==> config.mk <==
export PLATFORM = sky130hd
export DESIGN_NAME = bin2bcd_seq
export DESIGN_NICKNAME = d
export VERILOG_FILES = /design/src/rtl/bcd_pkg.sv /design/src/rtl/bcd_add3.sv /design/src/rtl/bin2bcd_seq.sv
export SDC_FILE = /design/constraint.sdc
export NUM_CORES = 1
export LEC_CHECK = 0
export CAP_MARGIN = 10
export CELL_PAD_IN_SITES_DETAIL_PLACEMENT = 1
export CELL_PAD_IN_SITES_GLOBAL_PLACEMENT = 1
export CORE_UTILIZATION = 46
export DETAILED_ROUTE_END_ITERATION = 8
export PLACE_DENSITY_LB_ADDON = 0.1
export SYNTH_ARGS = -nofsm -noshare
export SYNTH_HDL_FRONTEND = slang
export SYNTH_SLANG_ARGS = --single-unit
==> constraint.sdc <==
create_clock -name clk -period 3.1 [get_ports clk]
set_clock_uncertainty 0.05 [all_clocks]
set_input_delay 0.62 -clock clk [delete_from_list [all_inputs] [get_ports clk]]
set_output_delay 0.62 -clock clk [all_outputs]
set_load 0.005 [all_outputs]
==> src/rtl/bcd_pkg.sv <==
// Shared constants and FSM state type for the binary-to-BCD converter.
// Contents: digit counts, output width, blank/max digit codes, state enum.
package bcd_pkg;

   localparam int NUM_DIGITS = 5;
   localparam int ACC_DIGITS = 6;
   localparam int OUT_W      = 21;

   localparam logic [3:0] DIGIT_BLANK = 4'hD;
   localparam logic [3:0] DIGIT_MAX   = 4'h9;

   typedef enum logic [1:0] {
      IDLE  = 2'd0,
      SHIFT = 2'd1,
      FIN   = 2'd2
   } state_t;

endpackage

==> src/rtl/bcd_add3.sv <==
// Double-dabble digit correction: adds 3 to a BCD digit that is 5 or more.
// Ports: digit (4-bit BCD digit), adj (corrected digit).
module bcd_add3 (
   input  logic [3:0] digit,
   output logic [3:0] adj
);

   assign adj = (digit >= 4'd5) ? digit + 4'd3 : digit;

endmodule

==> src/rtl/bin2bcd_seq.sv <==
// Sequential signed binary to sign/magnitude BCD converter (double dabble).
// Ports: clk, rst_n (async low), in_valid/in_ready/in_data handshake in,
//   out_valid pulse, out_data {sign, 5 BCD digits}, ovf saturation flag.
// Build option: define BCD_LZB_EN for leading-zero blanking of the result.
module bin2bcd_seq
   import bcd_pkg::*;
#(
   parameter int IN_W = 18
) (
   input  logic            clk,
   input  logic            rst_n,
   input  logic            in_valid,
   output logic            in_ready,
   input  logic [IN_W-1:0] in_data,
   output logic            out_valid,
   output logic [20:0]     out_data,
   output logic            ovf
);

   localparam int CNT_W = $clog2(IN_W);
   localparam int ACC_W = 4 * ACC_DIGITS;
   localparam int DIG_W = 4 * NUM_DIGITS;

`ifdef BCD_LZB_EN
   localparam logic [OUT_W-1:0] RST_DATA =
      {1'b0, {(NUM_DIGITS-1){DIGIT_BLANK}}, 4'h0};
`else
   localparam logic [OUT_W-1:0] RST_DATA = '0;
`endif

   state_t            state_q;
   state_t            state_d;
   logic [CNT_W-1:0]  cnt_q;
   logic [IN_W-1:0]   mag_q;
   logic [ACC_W-1:0]  bcd_q;
   logic [ACC_W-1:0]  bcd_adj;
   logic              sign_q;
   logic              accept;
   logic              last_bit;
   logic              sat;
   logic [DIG_W-1:0]  digits;
   logic [IN_W-1:0]   mag_in;
   logic              unused_msb;

   assign in_ready = (state_q == IDLE);
   assign accept   = in_ready & in_valid;
   assign last_bit = (cnt_q == '0);

   // Negation of the most negative value wraps to 2^(IN_W-1), which is
   // exactly the right magnitude when read as unsigned.
   assign mag_in = in_data[IN_W-1] ? -in_data : in_data;

   for (genvar g = 0; g < ACC_DIGITS; g++) begin : g_add3
      bcd_add3 u_add3 (
         .digit (bcd_q[4*g +: 4]),
         .adj   (bcd_adj[4*g +: 4])
      );
   end

   // The top accumulator digit never reaches 5 for IN_W <= 20, so its
   // corrected MSB is shifted out without loss.
   assign unused_msb = bcd_adj[ACC_W-1];

   always_ff @(posedge clk or negedge rst_n) begin
      if (!rst_n) begin
         state_q <= IDLE;
      end else begin
         state_q <= state_d;
      end
   end

   always_comb begin
      state_d = state_q;
      unique case (state_q)
         IDLE:    if (in_valid) state_d = SHIFT;
         SHIFT:   if (last_bit) state_d = FIN;
         FIN:     state_d = IDLE;
         default: state_d = IDLE;
      endcase
   end

   always_ff @(posedge clk or negedge rst_n) begin
      if (!rst_n) begin
         cnt_q  <= '0;
         mag_q  <= '0;
         bcd_q  <= '0;
         sign_q <= 1'b0;
      end else if (accept) begin
         cnt_q  <= CNT_W'(IN_W - 1);
         mag_q  <= mag_in;
         bcd_q  <= '0;
         sign_q <= in_data[IN_W-1];
      end else if (state_q == SHIFT) begin
         cnt_q  <= cnt_q - CNT_W'(1);
         mag_q  <= {mag_q[IN_W-2:0], 1'b0};
         bcd_q  <= {bcd_adj[ACC_W-2:0], mag_q[IN_W-1]};
      end
   end

`ifdef BCD_LZB_EN
   logic lead;
`endif

   always_comb begin
      sat    = |bcd_q[ACC_W-1:DIG_W];
      digits = sat ? {NUM_DIGITS{DIGIT_MAX}} : bcd_q[DIG_W-1:0];
`ifdef BCD_LZB_EN
      // Blank zeros above the first non-zero digit; units always shown.
      lead = !sat;
      for (int i = NUM_DIGITS - 1; i > 0; i--) begin
         if (lead && digits[4*i +: 4] == 4'h0) begin
            digits[4*i +: 4] = DIGIT_BLANK;
         end else begin
            lead = 1'b0;
         end
      end
`endif
   end

   always_ff @(posedge clk or negedge rst_n) begin
      if (!rst_n) begin
         out_data  <= RST_DATA;
         ovf       <= 1'b0;
         out_valid <= 1'b0;
      end else begin
         out_valid <= (state_q == FIN);
         if (state_q == FIN) begin
            out_data <= {sign_q, digits};
            ovf      <= sat;
         end
      end
   end

endmodule
==> results.md, run 1 <==
- Outcome: finished, final reports clean
- Crit Path Class: in -> reg
- DP HPWL: 6.21 mm
- WL/cell: roughly 17 µm
- Antenna violations before repair: 0
- Overall Global Routing Usage: 23.5%
- Root buf cell: clkbuf_8
- Slowest stage delay, CP: 0.51 ns
- Rel. slew slack: 60.4%
- Netlist cell types: 48
- Count of final setup violators: 0
- Post-synth ARST share: between 90% and 100%
- Setup_tns: 0 ns
- Final Hold Fails: 0
- DR iter-0 viols: 125
- Reg power frac: between 30 and 40%
- Via/cell ratio: 5.65
- Port bufs: 44
- Drt drc: 0
- Share of cells above drive strength 1: 7.59%
- Sequential element share of the synthesized area: 48.9%
- Logic pwr share: 40.9%
- Via Count: 3036
- Startpoint Class: input port
- # IOs: 45
- Setup crit end kind: flop
- CTS max path bufs: 2
- Seq cells post-synth: 73
- Routed wire length: 8.98 mm
- Layout overhead on the synthesized area: 20.2%
- Overflow after GRT: 0
- Clock power share: 20.0%
- Max-slew violation count: 0
- Initial Utilization: 48.1%
- Worst Path Buf+Inv: 1
- HP Class: in -> async
- Postcts setup bufs: 0
- First-pass GRT wire length: between 15 and 20 mm
- Design area: 0.00449 mm²
- Cell family with most CP delay: simple AND/OR/NAND/NOR gates
- Post-synthesis instance area: 0.00373 mm²
- CTS tree: yes
- Syn avg cell area: 9.67 µm²
- Switching pwr: 1.58 mW
- Max VDD drop: 0.344 mV
- Achievable Freq: ~0.43 GHz
- 1st-pass router iterations: 4
- Post-synth EDFFs: 0
- Routed Antenna Nets: 0
- Post-DP Area: approximately 0.0043 mm²
- Hold-fix buffers, CTS: 0
- CTS H-tree lvls: 3
- TritonCTS buffer count: 9
- ANT cells: 0
- Core Box Area: 0.00777 mm²
- Clock transition at path regs: about 0.080 ns
- Warnings, synthesis: 0
- Die height: 92.1 µm
- Post-cts sizing count: 0
- Largest fanout on the critical path: 5
- Int Pwr: roughly 2.5 mW
- Largest net degree at the start of global routing: 50
- RSZ-0062 raised after global routing: no
- Period utilisation layout: 74.9%
- Max-Cap Viols: 0
- Main synth FF type: dfrtp_1
- Fillers: 908
- CP arrival: 2.51 ns
- Die ar.: roughly 0.0085 mm²
- Die W: between 90 and 100 µm
- PwrDens: 917 mW/mm²
- Clock Latency Late Sink: 0.35 ns
- CP max stage cell: clkdlybuf4s50_1
- Leakage: 1.93 nW
- # rows: 32
- Mapped Cells: 386
- Worst Max-Slew Pin Slew: 0.593 ns
- Worst path cell trace: clkdlybuf4s50_1, nor4_2, nand4b_1, o31ai_1, xor2_1, a21oi_1
- Final-stage net count: 466
- Routability cong.: 0.749
- Sw Share: 38.4%
- Vias in the first global route: 3228
- Clock sink total: 73
- Syn Nets: 422
- Min cycle time layout: 2.32 ns
- CP Data Required Time: about 3.3 ns
power by group through the flow:
stage                     Sequential, mW  Clock [mW]  Combinational, mW
after global placement              1.60           0               1.59
final                               1.61       0.824               1.68
after floorplan                     1.55           0               1.15
after global routing                1.67       0.878               1.91
after CTS                           1.61       0.835               1.71
after detailed placement            1.63           0               1.69
worst reg2reg max path, stage by stage (launching register included):
cell and delay, ns:
dfrtp_1 0.41, nand2b_1 0.41, inv_1 0.22, and3_1 0.50, a21oi_1 0.16
flip-flops by register name, indices dropped and copies added, names as in the netlist:
signal,flops
out_valid,1
cnt_q,5
ovf,1
mag_q,18
state_q,2
bcd_q,24
sign_q,1
out_data,21
path summary, 6_finish.rpt:
kind                            startpoint  slack, ns      endpoint  cells past startpoint
worst max-delay path            in_data[2]       0.78     mag_q[14]                      6
worst min-delay path                 rst_n       0.21     bcd_q[19]                      1
worst max register to register  state_q[0]       1.22  out_data[12]                      4
worst min register to register      sign_q       0.43  out_data[20]                      2
max in group asynchronous            rst_n       2.11     mag_q[16]                      2
min in group clk                    sign_q       0.43  out_data[20]                      2
kinds of logic after synthesis:
logic type	after synthesis	share of synthesized area, %
and+or+nand+nor	126	16.1
AOI/OAI and AO/OA	108	19.0
DFF	73	48.9
buffers and inverters	38	4.73
xor gates and xnor gates	24	5.63
adders and majority gates	15	5.03
muxes	2	0.570
layout by cell type, fill, tap and decap left out, types with 2 or more instances in the layout:
master            n
dfrtp_1          73
nand2_1          48
clkdlybuf4s50_1  43
o21ai_0          36
nor2_1           25
a21oi_1          25
nand3_1          21
inv_1            18
ha_1             15
xor2_1           14
xnor2_1          10
o31ai_1           9
clkbuf_8          9
nand2b_1          8
buf_4             8
a32o_1            6
and3_1            6
o32ai_1           5
o22a_1            5
a22o_1            5
a22oi_1           4
nor3_1            3
a31oi_1           3
nor2b_1           2
or4_1             2
clkinv_4          2
clkinv_2          2
bufinv_16         2
through the flow:
stage	setup WS (ns)	power, mW	util [%]	hold WS [ns]	cells
after global routing	0.649	4.45	57.8	0.260	537
after global placement	0.448	3.18	55.0	0.407	521
final	0.777	4.12	57.8	0.213	537
after CTS	0.750	4.16	57.8	0.239	537
after detailed placement	0.378	3.31	55.0	0.411	521
after floorplan	0.977	2.70	-	0.274	386
routing by layer:
metal	share of wire [%]	vias up	GRT usage [%]
met5	0	-	0
met4	1.5	0	8.07
met3	3.1	14	3.81
met2	52	59	42.8
met1	44	1511	27.8
li1	-	1452	-
layout make-up:
type                    instances  area [µm²]  area share, %
well taps                     102         128           2.84
clock inverters                 7        95.1           2.12
multi-input cells             275        1730           38.6
flip-flops and latches         73        1830           40.7
clock buffers                   9         124           2.76
inverters                      18        67.6           1.51
repair buffers                 53         515           11.5
cell usage after synthesis (2+ instances only):
| master | count | area (µm²) |
|---|---|---|
| nor3_1 | 3 | 15.0 |
| dfrtp_1 | 73 | 1830 |
| a32o_1 | 6 | 60.1 |
| nand2_1 | 48 | 180 |
| or4_1 | 2 | 15.0 |
| buf_1 | 3 | 11.3 |
| nand2b_1 | 9 | 56.3 |
| clkbuf_8 | 3 | 41.3 |
| nor2b_1 | 2 | 12.5 |
| ha_1 | 15 | 188 |
| o32ai_1 | 5 | 43.8 |
| o31ai_1 | 9 | 67.6 |
| a22oi_1 | 4 | 30.0 |
| inv_1 | 18 | 67.6 |
| a21oi_1 | 25 | 125 |
| clkbuf_1 | 13 | 48.8 |
| and3_1 | 6 | 37.5 |
| a22o_1 | 5 | 43.8 |
| nor2_1 | 25 | 93.8 |
| nand3_1 | 21 | 105 |
| xor2_1 | 14 | 123 |
| o22a_1 | 5 | 43.8 |
| xnor2_1 | 10 | 87.6 |
| o21ai_0 | 36 | 180 |
| a31oi_1 | 3 | 18.8 |
(Power assumes the default switching activity.)
==> run 2, diff against run 1 <==
--- a/config.mk
+++ b/config.mk
@@ -8,7 +8,7 @@
 export CAP_MARGIN = 10
 export CELL_PAD_IN_SITES_DETAIL_PLACEMENT = 1
 export CELL_PAD_IN_SITES_GLOBAL_PLACEMENT = 1
-export CORE_UTILIZATION = 46
+export CORE_UTILIZATION = 43
 export DETAILED_ROUTE_END_ITERATION = 8
 export PLACE_DENSITY_LB_ADDON = 0.1
 export SYNTH_ARGS = -nofsm -noshare
==> constraint.sdc (replaced) <==
create_clock -name clk -period 2.3 [get_ports clk]
set_clock_uncertainty 0.05 [all_clocks]
set_input_delay 0.46 -clock clk [delete_from_list [all_inputs] [get_ports clk]]
set_output_delay 0.46 -clock clk [all_outputs]
set_load 0.005 [all_outputs]
==> results.md, run 2 (synthesized netlist as in run 1, its figures left out) <==
- Outcome: finished, final reports clean
- Worst Max-Slew Pin Slew: 0.621 ns (+0.0281 ns)
- Startpoint Class: input port
- Via/cell ratio: 5.54 (-2.1%)
- Rel. slew slack: 58.6% (-1.9 points)
- Hold slack: 0.0647 ns (-0.148 ns)
- Routed wire length: 9.40 mm (+4.7%)
- Drt drc: 0 (unchanged)
- Worst reg2reg path depth: 5 (+1)
- HP Class: in -> async
- PwrDens: 1230 mW/mm² (+34%)
- Port bufs: 44 (unchanged)
- Routed Antenna Nets: 0 (unchanged)
- Leakage: 2.02 nW (+4.5%)
- CTS max path bufs: 2 (unchanged)
- Clock sink total: 73 (unchanged)
- Post-DP Area: 0.00440 mm² (+3.0%)
- Max VDD drop: 0.473 mV (+38%)
- Clock Latency Late Sink: 0.35 ns (about the same)
- Layout overhead on the synthesized area: 24.4%
- Die ar.: 0.00906 mm² (+6.8%)
- Number of flip-flops in the largest register: 24 (unchanged)
- WL/cell: 16.9 µm (+1.3%)
- Initial Utilization: 45.0% (-3.1 points)
- Core Box Area: 0.00830 mm² (+6.8%)
- Reg-to-Reg Start: state_q[0]
- CTS H-tree lvls: 3 (unchanged)
- Largest net degree at the start of global routing: 41 (-18%)
- Overflow after GRT: 0 (unchanged)
- Setup crit end kind: flop
- Period utilisation layout: 90.5%
- First-pass GRT wire length: 15.8 mm (+2.5%)
- Commonest non-fill, non-tap cells in the layout: dfrtp_1 (73), nand2_1 (48), clkdlybuf4s50_1 (43)
- RSZ-0062 raised after global routing: no
- Max-slew violation count: 0 (unchanged)
- Clock transition at path regs: 0.08 ns (about the same)
- Vias in the first global route: 3296 (+2.1%)
- Crit Path Class: in -> reg
- Largest regs: bcd_q (24), out_data (21), mag_q (18)
- # rows: 33 (+3.1%)
- Share of cells above drive strength 1: 10.4% (+2.9 points)
- Largest fanout on the critical path: 3 (-2)
- Crit Reg-Reg Endpoint: bcd_q[7]
- Final-stage net count: 481 (+3.2%)
- Design area: 0.00464 mm² (+3.4%)
- CP Data Required Time: 2.48 ns (-0.80 ns)
- Die W: 95.2 µm (+3.4%)
- Achievable Freq: ~0.48 GHz
- Count of final setup violators: 0 (unchanged)
- Postcts setup bufs: 0 (unchanged)
- Antenna violations before repair: 0 (unchanged)
- DR iter-0 viols: 60 (-52%)
- 1st-pass router iterations: 4 (unchanged)
- TritonCTS buffer count: 9 (unchanged)
- Routability cong.: 0.775 (+3.5%)
- Post-cts sizing count: 0 (unchanged)
- Overall Global Routing Usage: 23.1% (-0.38 points)
- Die height: 95.2 µm (+3.4%)
- Register-to-register setup slack: 0.60 ns (-0.62 ns)
- Root buf cell: clkbuf_8
- Commonest non-fill, non-tap cell in the layout: dfrtp_1
- Via Count: 3072 (+1.2%)
- Min cycle time layout: around 2.1 ns
- ANT cells: 0 (unchanged)
- Max-Cap Viols: 0 (unchanged)
- CTS tree: yes
- DP HPWL: 6.59 mm (+6.1%)
- # IOs: 45 (unchanged)
- Final Hold Fails: 0 (unchanged)
- Top reg by flops: bcd_q
- Hold-fix buffers, CTS: 0 (unchanged)
- CP arrival: 2.26 ns (-0.25 ns)
[run 2: cell types whose count changed in the layout (fill, tap and decap cells not counted), sizes merged]
cell	change
buf	+15
bufinv	+1
clkbuf	+2
clkinv	-3
[run 2: area by class of cell]
type,count,area [µm²]
clock buffer,11,141
clock inverter,5,103
fill,942,3660
inverter,18,67.6
multi-input combinational,275,1730
sequential,73,1830
tap,105,131
timing repair buffer,68,641
[run 2: power by group]
group	internal (mW)	total (mW)	switching, mW
registers	1.78	2.17	0.391
clock network	0.749	1.24	0.492
logic	1.05	2.31	1.25
[run 2: how the worst max path moves through the flow]
stage / depth (start not counted) / slack, ns / end / startpoint
after floorplan: 5 / 0.34 / mag_q[16] / in_data[12]
after global placement: 6 / -0.11 / mag_q[16] / in_data[12]
after detailed placement: 6 / -0.15 / mag_q[15] / in_data[12]
after CTS: 2 / 0.19 / in_ready / state_q[0]
after global routing: 6 / 0.11 / mag_q[15] / in_data[12]
final: 6 / 0.22 / mag_q[16] / in_data[12]
[run 2: metal layers]
layer,GRT usage (%),vias up,wire [µm]
met4,8.33,0,132
met1,26.7,1529,4040
li1,-,1482,-
met5,0,-,0
met3,2.95,9,215
met2,43.2,52,5010
[run 2: worst max-delay path, cell delays in order]
cell and delay, ns:
clkdlybuf4s50_1 0.41, or4_4 0.54, or3_4 0.36, o31ai_4 0.22, xor2_1 0.17, a21oi_1 0.09
[run 2: through the flow]
step / power, mW / setup TNS [ns] / utilization [%] / instances / worst slack [ns]
floorplan: 3.64 / 0 / - / 386 / 0.337
global placement: 4.34 / -0.248 / 53.0 / 539 / -0.113
global route: 6.16 / 0 / 55.9 / 555 / 0.105
CTS: 5.78 / 0 / 55.9 / 555 / 0.195
detailed placement: 4.50 / -0.390 / 53.0 / 539 / -0.154
finish: 5.72 / 0 / 55.9 / 555 / 0.218
==> run 3, diff against run 2 <==
--- a/config.mk
+++ b/config.mk
@@ -8,9 +8,10 @@
 export CAP_MARGIN = 10
 export CELL_PAD_IN_SITES_DETAIL_PLACEMENT = 1
 export CELL_PAD_IN_SITES_GLOBAL_PLACEMENT = 1
-export CORE_UTILIZATION = 43
+export CORE_UTILIZATION = 42
 export DETAILED_ROUTE_END_ITERATION = 8
 export PLACE_DENSITY_LB_ADDON = 0.1
 export SYNTH_ARGS = -nofsm -noshare
 export SYNTH_HDL_FRONTEND = slang
+export SYNTH_HIERARCHICAL = 1
 export SYNTH_SLANG_ARGS = --single-unit
==> results.md, run 3 <==
- Mapped Cells: 469 (+22%)
- Routed wire length: 9.49 mm (+1.0%)
- Via/cell ratio: 5.27 (-4.8%)
- CTS H-tree lvls: 3 (unchanged)
- Core Box Area: 0.00889 mm² (+7.1%)
- Crit Reg-Reg Endpoint: mag_q[9]
- Overflow after GRT: 0 (unchanged)
- Post-synthesis instance area: 0.00394 mm² (+5.5%)
- PwrDens: 1240 mW/mm² (+0.78%)
- TritonCTS buffer count: 9 (unchanged)
- WL/cell: 14.8 µm (-12%)
- Initial Utilization: 44.3% (-0.67 points)
- RSZ-0062 raised after global routing: no
- Switching pwr: 2.39 mW (+12%)
- Post-cts sizing count: 0 (unchanged)
- Crit Path Class: reg -> out
- Crit path from: state_q[0]
- Commonest non-fill, non-tap cells in the layout: nand2_1 (151), dfrtp_1 (73), clkdlybuf4s50_1 (43)
- Hold-fix buffers, CTS: 0 (unchanged)
- Period utilisation layout: 90.3% (-0.18 points)
- Die height: 98.8 µm (+3.9%)
- Leakage: 2.22 nW (+9.9%)
- DP Worst Slack: -0.0537 ns (+0.100 ns)
- Drt drc: 0 (unchanged)
- Largest fanout on the critical path: 4 (+1)
- Syn avg cell area: 8.40 µm² (-13%)
- HP Class: in -> async
- Final non-filler cell total: 640 (+15%)
- Clock power share: 18.8% (-2.9 points)
- Routability cong.: 0.813 (+5.0%)
- Clock sink total: 73 (unchanged)
- Logic pwr share: 43.3% (+3.0 points)
- DP HPWL: 6.66 mm (+1.1%)
- Die ar.: 0.00977 mm² (+7.9%)
- Min cycle time layout: 2.08 ns (-0.00413 ns)
- CP Data Required Time: 1.79 ns (-0.69 ns)
- Via Count: 3372 (+9.8%)
- CP max stage cell: clkdlybuf4s50_1
- CTS tree: yes
- # rows: 34 (+3.0%)
- Fin util: 54.9% (-0.99 points)
- Worst path cell trace: nor2_1, clkdlybuf4s50_1
- Clock Latency Late Sink: 0.35 ns (about the same)
- Startpoint Class: flop
- Routed Antenna Nets: 0 (unchanged)
- ANT cells: 0 (unchanged)
- Max-Cap Viols: 0 (unchanged)
- Register-to-register setup slack: 0.49 ns (-0.11 ns)
- Layout overhead on the synthesized area: 24.0%
- Setup crit end kind: output port
- Rel. slew slack: 48.7% (-9.9 points)
- Worst Max-Slew Pin Slew: 0.767 ns (+0.145 ns)
- Worst setup margin: 0.222 ns (+0.00413 ns)
- Reg power frac: 37.9% (about the same)
- Antenna violations before repair: 0 (unchanged)
- First-pass GRT wire length: 16.7 mm (+5.2%)
- Outcome: finished, final reports clean
- CP arrival: 1.57 ns (-0.69 ns)
- Max VDD drop: 0.425 mV (-10%)
- Final Hold Fails: 0 (unchanged)
- Worst reg2reg path depth: 5 (unchanged)
- Achievable Freq: 0.481 GHz (+0.20%)
- Slowest stage delay, CP: 0.56 ns (+0.02 ns)
- 1st-pass router iterations: 4 (unchanged)
- Int Pwr: 3.68 mW (+2.7%)
- Port bufs: 44 (unchanged)
- Syn Nets: 504 (+19%)
- Overall Global Routing Usage: 21.2% (-1.9 points)
- Clock transition at path regs: 0.09 ns (about the same)
- Vias in the first global route: 3599 (+9.2%)
- # IOs: 45 (unchanged)
- Post-Place Cells: 624 (+16%)
- Number of flip-flops in the largest register: 24 (unchanged)
- Warnings, synthesis: 6 (+6)
- Reg-to-Reg Start: state_q[0]
- Share of cells above drive strength 1: 10.3% (-0.11 points)
- DR iter-0 viols: 86 (+43%)
- Top reg by flops: bcd_q
- Die W: 98.8 µm (+3.9%)
- Final-stage net count: 562 (+17%)
- Max-slew violation count: 0 (unchanged)
- CTS max path bufs: 2 (unchanged)
- Root buf cell: clkbuf_8
- Count of final setup violators: 0 (unchanged)
- Sw Share: 39.3% (+2.0 points)
- Largest regs: bcd_q (24), out_data (21), mag_q (18)
- Crit path capture: in_ready
- Commonest non-fill, non-tap cell in the layout: nand2_1
- Postcts setup bufs: 0 (unchanged)
- Largest net degree at the start of global routing: 74 (+80%)
-- run 3: cell types whose count changed in the layout (fill, tap and decap cells not counted), moves of 6 or more --
| cell | previous run | this run |
|---|---|---|
| mux2i_1 | 1 | 7 |
| nand3_1 | 21 | 15 |
| nand2b_1 | 8 | 16 |
| o21ai_1 | 0 | 6 |
| nor2_1 | 25 | 14 |
| a21oi_2 | 0 | 6 |
| a32o_1 | 6 | 0 |
| nand2_1 | 48 | 151 |
-- run 3: worst min-delay path by stage --
stage | from | slack [ns] | cells past startpoint | endpoint
after floorplan | rst_n | 0.11 | 0 | bcd_q[0]
after global placement | out_data[20] | 0.41 | 2 | out_data[20]
after detailed placement | out_data[20] | 0.41 | 2 | out_data[20]
after CTS | rst_n | 0.09 | 2 | out_data[2]
after global routing | rst_n | 0.11 | 2 | out_data[2]
final | rst_n | 0.07 | 2 | out_data[3]
-- run 3: worst max-delay path, delay by kind of cell (launching register included) --
kind | cells | cell delay [ns]
buffers and inverters | 1 | 0.56
flip-flops | 1 | 0.41
AND/OR/NAND/NOR | 1 | 0.26
-- run 3: metrics by stage --
step / power [mW] / cell area (µm²) / TNS, ns / hold WS, ns
2_1_floorplan: 3.98 / 3940 / 0 / 0.114
3_3_place_gp: 4.76 / 4660 / 0 / 0.407
3_5_place_dp: 4.96 / 4660 / -0.119 / 0.414
4_1_cts: 6.13 / 4880 / 0 / 0.0877
5_1_grt: 6.60 / 4880 / 0 / 0.111
6_report: 6.07 / 4880 / 0 / 0.0696
-- run 3: metal layers --
| layer | share of wire [%] | global-route usage, % | up-vias |
|---|---|---|---|
| li1 | - | - | 1666 |
| met1 | 47 | 26.2 | 1644 |
| met2 | 49 | 37.6 | 55 |
| met3 | 2.4 | 3.55 | 7 |
| met4 | 0.98 | 6.43 | 0 |
| met5 | 0 | 0 | - |
-- run 3: power by group through the flow --
stage	combinational [mW]	sequential (mW)	clock [mW]
after global routing	3.02	2.38	1.20
after global placement	2.48	2.28	0
final	2.63	2.30	1.14
after detailed placement	2.64	2.32	0
after CTS	2.68	2.30	1.16
after floorplan	1.79	2.19	0
-- run 3: cell type report --
class                      instances  area, µm²
clock buffer                      12        145
timing repair buffer              72        683
sequential                        73       1830
clock inverter                     4       76.3
tap                              108        135
inverter                          17       63.8
fill                            1052       4010
multi-input combinational        354       1950
